===== config.mk =====
export PLATFORM = sky130hd
export DESIGN_NAME = serial_lane_arbiter_flat
export DESIGN_NICKNAME = d
export VERILOG_FILES = /design/src/rtl/serial_lane_arbiter_if.sv /design/src/rtl/serial_lane_arbiter.sv /design/src/flat_wrapper.sv
export SDC_FILE = /design/constraint.sdc
export NUM_CORES = 1
export LEC_CHECK = 0
export ABC_CLOCK_PERIOD_IN_PS = 1100
export BUFFER_PORTS_ARGS = -buffer_cell sky130_fd_sc_hd__clkbuf_2
export CAP_MARGIN = 20
export CORE_MARGIN = 1
export CORE_UTILIZATION = 44
export DETAILED_ROUTE_END_ITERATION = 12
export PLACE_DENSITY = 0.76
export RECOVER_POWER = 50
export SYNTH_ARGS = -nofsm -noshare
export SYNTH_HDL_FRONTEND = slang
export SYNTH_SLANG_ARGS = --single-unit

===== constraint.sdc =====
create_clock -name clk -period 1.1 [get_ports clk]
set_input_delay 0.055 -clock clk [delete_from_list [all_inputs] [get_ports clk]]
set_output_delay 0.055 -clock clk [all_outputs]
set_load 0.05 [all_outputs]

===== src/rtl/serial_lane_arbiter_if.sv =====
//------------------------------------------------------------------------------
// Module : serial_lane_arbiter_if
// Brief  : Requester handshakes and serial lane outputs of the lane arbiter.
// Rev    : 1.0
//------------------------------------------------------------------------------
`default_nettype none

interface serial_lane_arbiter_if #(
  parameter int DATA_WIDTH = 4
);
  logic                  req0_valid;
  logic [DATA_WIDTH-1:0] req0_data;
  logic                  req0_ready;
  logic                  req1_valid;
  logic [DATA_WIDTH-1:0] req1_data;
  logic                  req1_ready;
  logic                  ser_out;
  logic                  ser_valid;
  logic                  ser_first;
  logic                  ser_owner;
  logic                  busy;
  logic                  done;

  modport slave (
    input  req0_valid, req0_data, req1_valid, req1_data,
    output req0_ready, req1_ready,
    output ser_out, ser_valid, ser_first, ser_owner, busy, done
  );

  modport master (
    output req0_valid, req0_data, req1_valid, req1_data,
    input  req0_ready, req1_ready,
    input  ser_out, ser_valid, ser_first, ser_owner, busy, done
  );
endinterface

`default_nettype wire


===== src/rtl/serial_lane_arbiter.sv =====
//------------------------------------------------------------------------------
// Module : serial_lane_arbiter
// Brief  : Two-requester round-robin arbiter serialising one word per frame.
// Rev    : 1.0
//------------------------------------------------------------------------------
`default_nettype none

module serial_lane_arbiter #(
  parameter int DATA_WIDTH = 4
) (
  input  logic                     clk,
  input  logic                     rst,
  serial_lane_arbiter_if.slave     bus
);

  localparam int               CNT_W    = $clog2(DATA_WIDTH + 1);
  localparam logic [CNT_W-1:0] CNT_LAST = CNT_W'(DATA_WIDTH - 1);

  typedef enum logic [1:0] {
    ST_IDLE  = 2'd0,
    ST_SHIFT = 2'd1,
    ST_GAP   = 2'd2
  } state_t;

  state_t                  state_q;
  logic [DATA_WIDTH-1:0]   shreg_q;
  logic [CNT_W-1:0]        cnt_q;
  logic                    owner_q;
  logic                    last_owner_q;
  logic                    ser_out_q;
  logic                    ser_valid_q;
  logic                    ser_first_q;
  logic                    busy_q;
  logic                    done_q;

  logic                    idle;
  logic                    grant0;
  logic                    grant1;

  // Reset masks the grant so a handshake can never complete in a reset cycle.
  assign idle   = (state_q == ST_IDLE) && !rst;
  assign grant0 = idle && bus.req0_valid && (!bus.req1_valid || last_owner_q);
  assign grant1 = idle && bus.req1_valid && (!bus.req0_valid || !last_owner_q);

  always_ff @(posedge clk) begin
    if (rst) begin
      state_q      <= ST_IDLE;
      shreg_q      <= '0;
      cnt_q        <= '0;
      owner_q      <= 1'b0;
      last_owner_q <= 1'b1;
      ser_out_q    <= 1'b0;
      ser_valid_q  <= 1'b0;
      ser_first_q  <= 1'b0;
      busy_q       <= 1'b0;
      done_q       <= 1'b0;
    end else begin
      case (state_q)
        ST_IDLE: begin
          if (grant0 || grant1) begin
            shreg_q     <= grant1 ? bus.req1_data : bus.req0_data;
            owner_q     <= grant1;
            cnt_q       <= '0;
            state_q     <= ST_SHIFT;
            ser_out_q   <= grant1 ? bus.req1_data[0] : bus.req0_data[0];
            ser_valid_q <= 1'b1;
            ser_first_q <= 1'b1;
            busy_q      <= 1'b1;
          end
        end
        ST_SHIFT: begin
          shreg_q     <= shreg_q >> 1;
          cnt_q       <= cnt_q + 1'b1;
          ser_first_q <= 1'b0;
          if (cnt_q == CNT_LAST) begin
            state_q     <= ST_GAP;
            ser_out_q   <= 1'b0;
            ser_valid_q <= 1'b0;
            done_q      <= 1'b1;
          end else begin
            // Output is registered, so preload the bit the next cycle will show.
            ser_out_q <= shreg_q[1];
          end
        end
        ST_GAP: begin
          state_q      <= ST_IDLE;
          last_owner_q <= owner_q;
          done_q       <= 1'b0;
          busy_q       <= 1'b0;
        end
        default: begin
          state_q     <= ST_IDLE;
          ser_out_q   <= 1'b0;
          ser_valid_q <= 1'b0;
          ser_first_q <= 1'b0;
          busy_q      <= 1'b0;
          done_q      <= 1'b0;
        end
      endcase
    end
  end

  assign bus.req0_ready = grant0;
  assign bus.req1_ready = grant1;
  assign bus.ser_out    = ser_out_q;
  assign bus.ser_valid  = ser_valid_q;
  assign bus.ser_first  = ser_first_q;
  assign bus.ser_owner  = owner_q;
  assign bus.busy       = busy_q;
  assign bus.done       = done_q;

endmodule

`default_nettype wire


===== src/flat_wrapper.sv =====
// flat-port wrapper written by rule: the top's interface ports become plain ports
module serial_lane_arbiter_flat 
#(
  parameter int DATA_WIDTH = 4
)
  (clk, rst, bus_req0_valid, bus_req0_data, bus_req1_valid, bus_req1_data, bus_req0_ready, bus_req1_ready, bus_ser_out, bus_ser_valid, bus_ser_first, bus_ser_owner, bus_busy, bus_done);
  serial_lane_arbiter_if #(.DATA_WIDTH(DATA_WIDTH)) bus_i ();
  input  logic clk;
  input  logic rst;
  input wire logic [$bits(bus_i.req0_valid)-1:0] bus_req0_valid;
  input wire logic [$bits(bus_i.req0_data)-1:0] bus_req0_data;
  input wire logic [$bits(bus_i.req1_valid)-1:0] bus_req1_valid;
  input wire logic [$bits(bus_i.req1_data)-1:0] bus_req1_data;
  output wire logic [$bits(bus_i.req0_ready)-1:0] bus_req0_ready;
  output wire logic [$bits(bus_i.req1_ready)-1:0] bus_req1_ready;
  output wire logic [$bits(bus_i.ser_out)-1:0] bus_ser_out;
  output wire logic [$bits(bus_i.ser_valid)-1:0] bus_ser_valid;
  output wire logic [$bits(bus_i.ser_first)-1:0] bus_ser_first;
  output wire logic [$bits(bus_i.ser_owner)-1:0] bus_ser_owner;
  output wire logic [$bits(bus_i.busy)-1:0] bus_busy;
  output wire logic [$bits(bus_i.done)-1:0] bus_done;
  assign bus_i.req0_valid = bus_req0_valid;
  assign bus_i.req0_data = bus_req0_data;
  assign bus_i.req1_valid = bus_req1_valid;
  assign bus_i.req1_data = bus_req1_data;
  assign bus_req0_ready = bus_i.req0_ready;
  assign bus_req1_ready = bus_i.req1_ready;
  assign bus_ser_out = bus_i.ser_out;
  assign bus_ser_valid = bus_i.ser_valid;
  assign bus_ser_first = bus_i.ser_first;
  assign bus_ser_owner = bus_i.ser_owner;
  assign bus_busy = bus_i.busy;
  assign bus_done = bus_i.done;
  serial_lane_arbiter #(.DATA_WIDTH(DATA_WIDTH)) u_core (.clk(clk), .rst(rst), .bus(bus_i));
endmodule

## After elaboration in Yosys (flattened, before gate mapping)

Index checks and enable logic that the tools add are counted.
Widths: inputs -> output; s select.

| cells by class | value |
|---|---|
| reduce and logical (&&, ||, !) cells | 21 |
| muxes and demuxes | 19 |
| bitwise logic cells | 3 |
| equal/unequal tests | 5 |
| add/subtract/negate cells | 1 |

Operators with widths:

| operator | number |
|---|---|
| $reduce_and 2->1 | 6 |
| $mux 4 | 2 |
| $pmux 4 s2 | 1 |
| $mux 1 | 6 |
| $pmux 1 s2 | 3 |
| $pmux 1 s3 | 2 |
| $pmux 3 s2 | 1 |
| $logic_and 1x1->1 | 5 |
| $logic_not 1->1 | 4 |
| $mux 2 | 2 |
| $pmux 2 s2 | 1 |
| $add 3x1->3 const B | 1 |
| $eq 3x2->1 const B | 1 |
| $logic_or 1x1->1 | 3 |
| $mux 3 | 1 |
| $not 1->1 | 3 |
| $reduce_and 3->1 | 1 |
| $eq 2x1->1 const B | 1 |
| $eq 2x2->1 const B | 1 |
| $logic_not 2->1 | 1 |
| $ne 2x1->1 const B | 1 |
| $ne 2x2->1 const B | 1 |
| $reduce_bool 2->1 | 1 |

| storage, ports and cells | value |
|---|---|
| input bits | 12 |
| register bits | 16 |

## Logic depth before layout (Yosys ltp)

| depth | value |
|---|---|
| depth in word-level cells | 7 |
| mapped depth | 5 |

## Worst setup path before layout

Ideal clock, no wire load.

| path | value |
|---|---|
| path type | register -> output |
| start point | register u_core.state_q[0] |
| end point | output port bus_req0_ready |
| setup slack | -0.621 ns |
| stages on the path, launching flop included | 4 |
| buffers on the path | 0 |
| required time | 1.045 ns |
| data arrival time | 1.666 ns |
| cell sequence | dfxtp_1 -> nor2_1 -> nand2_1 -> nor3_1 |

| between the ends | value |
|---|---|
| longest elaborated chain between the ends | 4 |

RTL lines:

| what | line | text |
|---|---|---|
| start: declaration | serial_lane_arbiter.sv:25 | `state_t state_q;` |
| start signal: assignment | serial_lane_arbiter.sv:47 | `state_q <= ST_IDLE;` |
| start signal: assignment | serial_lane_arbiter.sv:64 | `state_q <= ST_SHIFT;` |
| start signal: assignment | serial_lane_arbiter.sv:76 | `state_q <= ST_GAP;` |
| $logic_not 2->1 | serial_lane_arbiter.sv:41 | `assign idle = (state_q == ST_IDLE) && !rst;` |
| $logic_and 1x1->1 | serial_lane_arbiter.sv:41 |  |
| $logic_and 1x1->1 (2 in series) | serial_lane_arbiter.sv:42 | `assign grant0 = idle && bus.req0_valid && (!bus.req1_valid \|\| last_owner_q);` |
| end: declaration | flat_wrapper.sv:14 | `output wire logic [$bits(bus_i.req0_ready)-1:0] bus_req0_ready;` |

Every way passes these cells.

## Worst setup path in the final report

Ends and elaborated chain as after synthesis.

==> results.md <==
- Relative slew slack: 65.4%
- CTS clk-pin slew, worst paths: 0.10 ns
- Sequential Power Share: 46.8%
- TritonCTS Buffers: 3
- DRC: 0
- DIE HEIGHT: 43.1 um
- Place WS: -0.158 ns
- Core area: 1540 um2
- Wirelength per Cell: 15.7 um
- Combinational family with the most area after synthesis: simple AND/OR/NAND/NOR gates
- Rows: 14
- CP top delay family: simple AND/OR/NAND/NOR gates
- Clock sinks: 15
- Area share of the largest cell type after synthesis: 40.4%
- Worst slew pin tran: 0.515 ns
- Simple-Gate Fraction of Synth Area: 32.0%
- Failing checks: setup timing
- Sequential share of the synthesized area: 40.4%
- Worst hold stages: 3
- Vias in the first global route: 861
- Syn Nets: 104
- Root Driver: clkbuf_4
- HP Start: bus_req1_data[2]
- Fin crit period: 1.35 ns
- Compound-gate portion of the synthesized area: 17.7%
- First-pass GRT wire length: 3600 um
- Net count, final: 143
- Final hold vios: 0
- Fillers: 82
- Vias: 813
- Final core utilization: 79.1%
- Hold Path End: u_core.shreg_q[2]
- Outcome: finished, violations left
- Reg2reg end: u_core.bus.ser_out
- R2R setup slack: -0.20 ns
- Port bufs: 19
- Synth top area cells: dfxtp_1 40%, nor2_1 8.6%, a21oi_1 4.0%
- Switch share: 32.7%
- Multi-input logic area: 548 um2
- Setup crit end kind: output port
- DIE WIDTH: 43.1 um
- Commonest cells in the netlist: 17 x nor2_1, 15 x dfxtp_1, 6 x a21oi_1, 6 x nand2_1, 6 x nor3_1
- Initial core utilization: 48.2%
- H-tree depth: 1
- CTS tree: built
- Initial DRC Count: 14
- Mapped cell area: 743 um2
- CP peak stage delay: 0.39 ns
- Fmax: 0.741 GHz
- R2R cell count: 4
- HPWL after detailed placement: 1280 um
- Adder-cell area share of the yosys netlist: 3.37%
- Setup tns final: -1.39 ns
- Pint: 0.867 mW
- CP Buf/Inv Count: 1
- Mapped Cells: 90
- Clock share of power: 25.7%
- Most numerous cell in the Yosys netlist: nor2_1
- Worst min-delay path class: input port to flip-flop
- Ant. Diodes: 0
- Via density: 5.65
- Sequential cell area: 312 um2
- Yosys reg bits: 15
- P_leak: 0.515 nW
- CP Class: flip-flop to output port
- CTS max path bufs: 2
- Yosys top cell by area: dfxtp_1
- Final worst slack: -0.250 ns
- Area delta synth->final: 64.1%
- Synth warn: 0
- RD Place Congestion: 0.863
- CP max-delay cell: dfxtp_4
- CP required: 1.04 ns
- RSZ-0062 raised after global routing: yes
- Synthesized area per cell: 8.26 um2
- Switch Pwr: 0.421 mW
- Pin count of the biggest net entering global routing: 11
- Period utilisation layout: 123%
- Power Total: 1.29 mW
- Layout cells sized above 1: 55.5%
- EDFF count, synth: 0
- PD cells: 1060 nW/um2
- Startpoint type of the worst setup path: flip-flop
- Pre-antenna DRT Iters: 4
- Worst reg2reg path startpoint: u_core.state_q[0]
- Top_reg_cell synth: dfxtp_1
- Multiplexer area fraction after synthesis: 1.35%
- Async set-or-reset flop fraction in the synthesized netlist: 0%
- Area of the die: 1860 um2
- Grt total ovfl: 0
- Max_cap viols: 0
- Gate power share: 27.4%
- Synth cell types: 34
- Worst EP arrival: 1.29 ns
- Critical path fanouts, max: 8
- Total GRT Usage: 26.0%
- Peak supply drop: 1.03 mV
- Latest clock arrival within the worst-skew pair: 0.29 ns
- ANT nets after route: 0
- Fin Clk Skew: 0.00647 ns
- Fin. max-slew vios: 0
- Critical-path cell list: nor2_2 -> nand2_2 -> nor3_4 -> clkbuf_8
- Final wirelength: 2260 um
- Antenna violations before repair: 0
- I/O pin count: 20
- Post-synthesis xor/xnor area fraction: 0%
- Setup violators final: 11
[worst reg2reg max path: stages, from the launching register on]
cell	delay, ns
dfxtp_4	0.39
nor3_1	0.46
nor2_2	0.11
nor2_1	0.14
a311oi_1	0.06
[layer usage]
layer  share of wire [%]  wire, um  vias to the layer above  track usage [%]
met5                   0         0                        -                0
met3                 4.8       108                        6             7.66
li1                    -         -                      392                -
met4                 2.5        57                        0             11.5
met1                  37       836                      386             25.6
met2                  56      1260                       29             48.7
[how the worst max path moves through the flow]
| stage | startpoint | to | depth (start not counted) |
|---|---|---|---|
| final | u_core.state_q[0] | bus_req0_ready | 4 |
| after global routing | u_core.state_q[0] | bus_req0_ready | 4 |
| after floorplan | u_core.state_q[1] | u_core.shreg_q[1] | 5 |
| after detailed placement | u_core.state_q[0] | u_core.bus.ser_out | 4 |
| after global placement | u_core.state_q[0] | u_core.bus.ser_out | 4 |
| after CTS | u_core.state_q[0] | bus_req0_ready | 4 |
[flip-flops by register name (all words and copies together), names as in the netlist]
signal and count:
u_core.last_owner_q 1, u_core.cnt_q 3, u_core.state_q 2, u_core.shreg_q 3, u_core.bus.ser_valid 1, u_core.bus.done 1
u_core.bus.ser_owner 1, u_core.bus.busy 1, u_core.bus.ser_first 1, u_core.bus.ser_out 1
[kinds of logic after synthesis]
logic type,after synthesis
DFF,15
muxes,1
AOI/OAI and AO/OA,19
buffers and inverters,7
and+or+nand+nor,46
adders and majority gates,2
[what timing repair did]
| item | in CTS | in global routing |
|---|---|---|
| setup endpoints to repair | 14 | 16 |
| buffers inserted | 5 | 1 |
| gates resized for setup | 29 | 16 |
| hold buffers | 2 | 0 |
| pin swaps | 12 | 9 |
| endpoints found under the hold margin | 1 | 0 |
[stage by stage]
step | cells | hold WS [ns] | area [um2]
finish | 144 | 0.0141 | 1220
floorplan | 90 | 0.206 | 777
CTS | 144 | 0.0106 | 1170
global placement | 133 | 0.296 | 955
detailed placement | 133 | 0.299 | 955
global route | 144 | 0.00704 | 1220
[cell usage in the layout (no fill, tap or decap), types with 2 or more instances in the layout]
master / instances
a21oi_1: 3
a311oi_1: 3
ha_4: 2
nand2_2: 2
dfxtp_1: 10
nor2b_1: 2
clkbuf_2: 17
and2b_1: 3
nor3_1: 3
buf_6: 4
a21oi_2: 3
nand3_2: 2
nor2_2: 3
nand2_1: 4
buf_4: 12
nor2_1: 13
inv_1: 2
clkbuf_4: 3
dfxtp_2: 3
nor3_2: 2
dfxtp_4: 2
dlygate4sd3_1: 2
nor3_4: 2
nor2_4: 2
or2b_1: 2
[power groups by stage]
stage	sequential [mW]	combinational (mW)	clock (mW)
final	0.603	0.354	0.332
after global routing	0.607	0.378	0.361
after CTS	0.600	0.322	0.340
after detailed placement	0.613	0.260	0
after global placement	0.611	0.255	0
after floorplan	0.658	0.131	0
[layout make-up]
cell class                 count  share of cell area [%]
clock buffer                   3                    1.85
sequential                    15                    25.5
timing repair buffer          38                    24.1
clock inverter                 1                   0.615
tap                           16                    1.64
inverter                       3                    1.33
multi-input combinational     68                    44.9
No activity file was read; power rests on OpenSTA's default activity.
